===== config.mk =====
export PLATFORM = sky130hd
export DESIGN_NAME = axis_mt19937_sched
export DESIGN_NICKNAME = d
export VERILOG_FILES = /design/src/rtl/axis_mt19937_sched.sv
export SDC_FILE = /design/constraint.sdc
export NUM_CORES = 1
export LEC_CHECK = 0
export ABC_CLOCK_PERIOD_IN_PS = 2150
export BUFFER_PORTS_ARGS = -buffer_cell sky130_fd_sc_hd__clkbuf_2
export CAP_MARGIN = 20
export CORE_MARGIN = 4
export CORE_UTILIZATION = 45
export CTS_BUF_LIST = sky130_fd_sc_hd__clkbuf_2 sky130_fd_sc_hd__clkbuf_4 sky130_fd_sc_hd__clkbuf_8
export CTS_CLUSTER_DIAMETER = 120
export DETAILED_ROUTE_END_ITERATION = 8
export PLACE_DENSITY = 0.92
export SYNTH_ARGS = -nofsm -noshare
export SYNTH_HDL_FRONTEND = slang
export SYNTH_SLANG_ARGS = --single-unit

===== constraint.sdc =====
create_clock -name clk -period 2.15 [get_ports clk]
set_input_delay 0.215 -clock clk [delete_from_list [all_inputs] [get_ports clk]]
set_output_delay 0.215 -clock clk [all_outputs]
set_load 0.01 [all_outputs]

===== src/rtl/axis_mt19937_sched.sv =====
// axis_mt19937_sched: shares one MT19937 word stream among PORTS AXI-Stream consumers.
// The block grants round-robin, fixed-length bursts and marks the final beat with tlast.
// It also runs a reseed handshake with the generator between bursts.
// The data path is combinational. Only the grant and beat count are registered.
module axis_mt19937_sched #(
  parameter int unsigned PORTS     = 4,
  parameter int unsigned BURST_LEN = 8
) (
  input  logic                  clk,
  input  logic                  rst_n,
  // generator word stream
  input  logic [31:0]           input_axis_tdata,
  input  logic                  input_axis_tvalid,
  output logic                  input_axis_tready,
  // generator seed interface
  output logic [31:0]           gen_seed_val,
  output logic                  gen_seed_start,
  input  logic                  gen_busy,
  // consumer side
  input  logic [PORTS-1:0]      port_req,
  output logic [32*PORTS-1:0]   output_axis_tdata,
  output logic [PORTS-1:0]      output_axis_tvalid,
  input  logic [PORTS-1:0]      output_axis_tready,
  output logic [PORTS-1:0]      output_axis_tlast,
  output logic [PORTS-1:0]      grant,
  // reseed control
  input  logic [31:0]           reseed_val,
  input  logic                  reseed_req,
  output logic                  reseed_ack,
  output logic                  busy
);

  localparam int unsigned PtrW = (PORTS > 1) ? $clog2(PORTS) : 1;
  localparam int unsigned CntW = (BURST_LEN > 1) ? $clog2(BURST_LEN) : 1;
  localparam logic [CntW-1:0] LastBeat = CntW'(BURST_LEN - 1);

  typedef enum logic [2:0] {
    StArb,
    StXfer,
    StSeedGo,
    StSeedHold,
    StSeedWait
  } state_e;

  state_e            state_q;
  logic [PORTS-1:0]  grant_q;
  logic [PtrW-1:0]   rr_ptr_q;
  logic [CntW-1:0]   beat_cnt_q;
  logic [31:0]       seed_q;
  logic              reseed_pend_q;
  logic [31:0]       gen_seed_val_q;
  logic              gen_seed_start_q;
  logic              reseed_ack_q;

  logic              win_valid;
  logic [PtrW-1:0]   win_idx;
  logic              handshake;

  // Round-robin pick: first requesting port strictly after the last winner, with wrap.
  always_comb begin : arb_pick
    int unsigned cand;
    cand      = 0;
    win_valid = 1'b0;
    win_idx   = '0;
    for (int unsigned off = 1; off <= PORTS; off++) begin
      cand = (32'(rr_ptr_q) + off) % PORTS;
      if (!win_valid && port_req[PtrW'(cand)]) begin
        win_valid = 1'b1;
        win_idx   = PtrW'(cand);
      end
    end
  end

  // Zero-latency data path: broadcast data, steer valid/ready through the grant.
  // The grant is only non-zero in StXfer, so it alone gates the handshake.
  always_comb begin
    output_axis_tdata  = {PORTS{input_axis_tdata}};
    output_axis_tvalid = grant_q & {PORTS{input_axis_tvalid}};
    output_axis_tlast  = (beat_cnt_q == LastBeat) ? grant_q : '0;
    input_axis_tready  = |(grant_q & output_axis_tready);
    handshake          = input_axis_tvalid & input_axis_tready;
  end

  // Scheduler FSM with registered grant, seed and ack outputs.
  always_ff @(posedge clk or negedge rst_n) begin
    if (!rst_n) begin
      state_q          <= StArb;
      grant_q          <= '0;
      rr_ptr_q         <= PtrW'(PORTS - 1);
      beat_cnt_q       <= '0;
      seed_q           <= '0;
      reseed_pend_q    <= 1'b0;
      gen_seed_val_q   <= '0;
      gen_seed_start_q <= 1'b0;
      reseed_ack_q     <= 1'b0;
    end else begin
      gen_seed_start_q <= 1'b0;
      reseed_ack_q     <= 1'b0;

      // A later request overwrites the seed; only one reseed runs per pending period.
      if (reseed_req) begin
        seed_q        <= reseed_val;
        reseed_pend_q <= 1'b1;
      end

      unique case (state_q)
        StArb: begin
          if (reseed_pend_q) begin
            // Seed goes out now. Pending is cleared here so a request that arrives
            // in this same cycle is held for the next ARB rather than lost.
            gen_seed_val_q   <= seed_q;
            gen_seed_start_q <= 1'b1;
            if (!reseed_req) begin
              reseed_pend_q <= 1'b0;
            end
            state_q <= StSeedGo;
          end else if (win_valid) begin
            grant_q    <= {{(PORTS-1){1'b0}}, 1'b1} << win_idx;
            rr_ptr_q   <= win_idx;
            beat_cnt_q <= '0;
            state_q    <= StXfer;
          end
        end
        StXfer: begin
          if (handshake) begin
            if (beat_cnt_q == LastBeat) begin
              grant_q    <= '0;
              beat_cnt_q <= '0;
              state_q    <= StArb;
            end else begin
              beat_cnt_q <= beat_cnt_q + 1'b1;
            end
          end
        end
        StSeedGo: begin
          state_q <= StSeedHold;
        end
        // The generator raises busy a cycle late; skip one cycle before sampling it.
        StSeedHold: begin
          state_q <= StSeedWait;
        end
        StSeedWait: begin
          if (!gen_busy) begin
            reseed_ack_q <= 1'b1;
            state_q      <= StArb;
          end
        end
        default: begin
          state_q <= StArb;
        end
      endcase
    end
  end

  // Registered outputs.
  always_comb begin
    grant          = grant_q;
    gen_seed_val   = gen_seed_val_q;
    gen_seed_start = gen_seed_start_q;
    reseed_ack     = reseed_ack_q;
    busy           = (state_q != StArb);
  end

  // Grant is one-hot or empty, and no word is taken outside a burst.
  assert property (@(posedge clk) disable iff (!rst_n) $onehot0(grant_q));
  assert property (@(posedge clk) disable iff (!rst_n)
                   (state_q != StXfer) |-> !input_axis_tready);

endmodule


==> flow_summary.json <==
{
  "status": "finished, final reports clean",
  "power_density_nw_per_um2": 1300,
  "grt.total_usage": 0.140,
  "critPathKind": "flip-flop to flip-flop",
  "ys_dominant_reg_cell": "dfrtp_1",
  "clock_skew_ps": 8.47,
  "synth_fp_nets": 429,
  "drt_iter0_drc": 50,
  "row_count": 34,
  "synth_area_um2": 4200,
  "p_leak_nw": 1.89,
  "path_clk_slew_ps": 80,
  "vias": 2170,
  "dr.pass1.iters": 4,
  "start_util": 0.472,
  "cts_resized": 0,
  "drcViolationCount": 0,
  "syn_to_final_growth_pct": -4.32,
  "wl_per_cell_um": 17.5,
  "drv_slew": 0,
  "cp.arrival_ps": 2010,
  "antenna_found_initial": 0,
  "clock_path_buffers": 2,
  "antenna_left": 0,
  "cp-end-kind": "flip-flop",
  "fin_nets": 397,
  "post_cts_buffers": 0,
  "worstMarginPinSlew_ps": 868,
  "fin_crit_ps": 1720,
  "place_congestion": 0.796,
  "core_um2": 8890,
  "clock-sinks": 79,
  "layout_common_cells": "clkbuf_2, dfrtp_1, mux2_1, and2_1, clkbuf_8",
  "fin_area_um2": 4010,
  "place_area_um2": 3800,
  "fmax_mhz": 581,
  "final_common_cell": "clkbuf_2",
  "yosysSeqAreaShare": 0.472,
  "io_buffers": 92,
  "ys_seq_elements": 79,
  "tns_ps": 0,
  "io_pins": 253,
  "slew_headroom": 0.421,
  "first_global_vias": 2406,
  "drive_gt1_frac": 0.365,
  "ys_types": 34,
  "async_flop_share": 1.00,
  "min_path_type": "primary input to flip-flop",
  "tritoncts": "done",
  "crit_slowest_cell": "nor4b_1",
  "root_buffer": "clkbuf_8",
  "n_fill_cell": 803,
  "grt_overflow_total": 0,
  "crit_fanout": 6,
  "fp.dieW_um": 105,
  "startpoint_type": "flip-flop",
  "dp_hpwl_mm": 5.69,
  "crit_chain": "ha_1 -> ha_1 -> nor4b_1 -> a21oi_1 -> o21ai_1 -> a22o_1",
  "hold_violations": 0,
  "numCtsBuffers": 9,
  "syn_inst": 350,
  "die_y_um": 105,
  "ir_drop_mv": 0.619,
  "dieArea_um2": 10900,
  "synth_edf_count": 0,
  "num_antenna_cells": 0,
  "critical-path-max-stage-delay_ps": 400,
  "rsz0062_at_grt": "false",
  "worstSkewPairLatency_ps": 340,
  "path_common_cell": "ha_1",
  "cap_violations": 0,
  "yosys_warnings": 0,
  "viasPerCell": 5.03,
  "holdBufCountCts": 1,
  "grt_max_degree": 80,
  "crit_required_ps": 2430,
  "drt-total-wl_mm": 7.56,
  "avgSynthCellArea_um2": 12.0,
  "htree_levels": 3,
  "post-route-period-util": 0.801,
  "setup_viol": 0,
  "grt_pass1_wl_mm": 12.2
}
## power by group
group / internal [mW] / switching [mW] / leakage [nW]
clock: 0.555 / 0.535 / 0.0925
sequential: 1.99 / 0.359 / 0.940
combinational: 0.865 / 0.923 / 0.859
## worst paths after layout
| check | start | slack, ps | cells past startpoint | endpoint |
|---|---|---|---|---|
| max | beat_cnt_q[0] | 430 | 6 | grant[1] |
| min reg2reg | seed_q[17] | 490 | 1 | seed_q[17] |
| max reg2reg | beat_cnt_q[0] | 430 | 6 | grant[1] |
| min | gen_busy | 40 | 2 | reseed_ack |
| min in group asynchronous | rst_n | 430 | 3 | seed_q[27] |
| max in group asynchronous | rst_n | 1360 | 3 | rr_ptr_q[1] |
## per-stage QoR
stage | instances | setup WS [ps] | hold WS (ps) | total power [mW] | util
2_1_floorplan | 350 | 589 | -80.6 | 3.72 | -
3_3_place_gp | 414 | 503 | 262 | 4.08 | 0.428
3_5_place_dp | 414 | 401 | 271 | 4.21 | 0.428
4_1_cts | 431 | 395 | 28.1 | 5.32 | 0.451
5_1_grt | 431 | 231 | 32.4 | 5.59 | 0.451
6_report | 431 | 427 | 44.8 | 5.23 | 0.451
## registers in the layout (all words and copies together), names as in the netlist
name            cells
gen_seed_start      1
state_q             3
seed_q             32
reseed_pend_q       1
rr_ptr_q            2
reseed_ack          1
gen_seed_val       32
beat_cnt_q          3
grant               4
## area by class of cell
type | count | area (µm²) | share of cell area
clock buffer | 10 | 131 | 0.0327
clock inverter | 6 | 70.1 | 0.0175
inverter | 6 | 22.5 | 0.00561
multi-input combinational | 127 | 1160 | 0.290
sequential | 79 | 1980 | 0.493
tap | 108 | 135 | 0.0337
timing repair buffer | 95 | 513 | 0.128
## synth_stat cells (3+ instances only)
cell type	n	area, µm²
and2_1	9	56.3
buf_4	129	968
dfrtp_1	77	1930
nand2_1	7	26.3
nor2_1	7	26.3
buf_6	3	33.8
mux2_1	65	732
inv_1	4	15.0
mux2i_1	4	40.0
buf_2	5	25.0
a21oi_1	4	20.0
nand2b_1	3	18.8
## routing by layer
| layer | global-route usage | up-vias | routed length [µm] |
|---|---|---|---|
| met1 | 0.130 | 1054 | 2610 |
| met5 | 0 | - | 0 |
| met3 | 0.0610 | 19 | 724 |
| met2 | 0.263 | 122 | 4100 |
| met4 | 0.0617 | 0 | 130 |
| li1 | - | 975 | - |
## critical path: cells and delay by family, from the launching register on
kind / cells / cell delay [ps]
DFF: 1 / 390
adders and majority gates: 2 / 440
AOI/OAI and AO/OA: 3 / 440
and+or+nand+nor: 1 / 400
## cells by family after synthesis
logic type      Yosys count  share of synthesized area
flops                    79                      0.472
buf+inv                 144                      0.251
fa+ha+maj                 2                    0.00596
mux                      69                      0.184
simple gates             37                     0.0546
compound gates           19                     0.0325
Power figures use the tool's default switching activity.
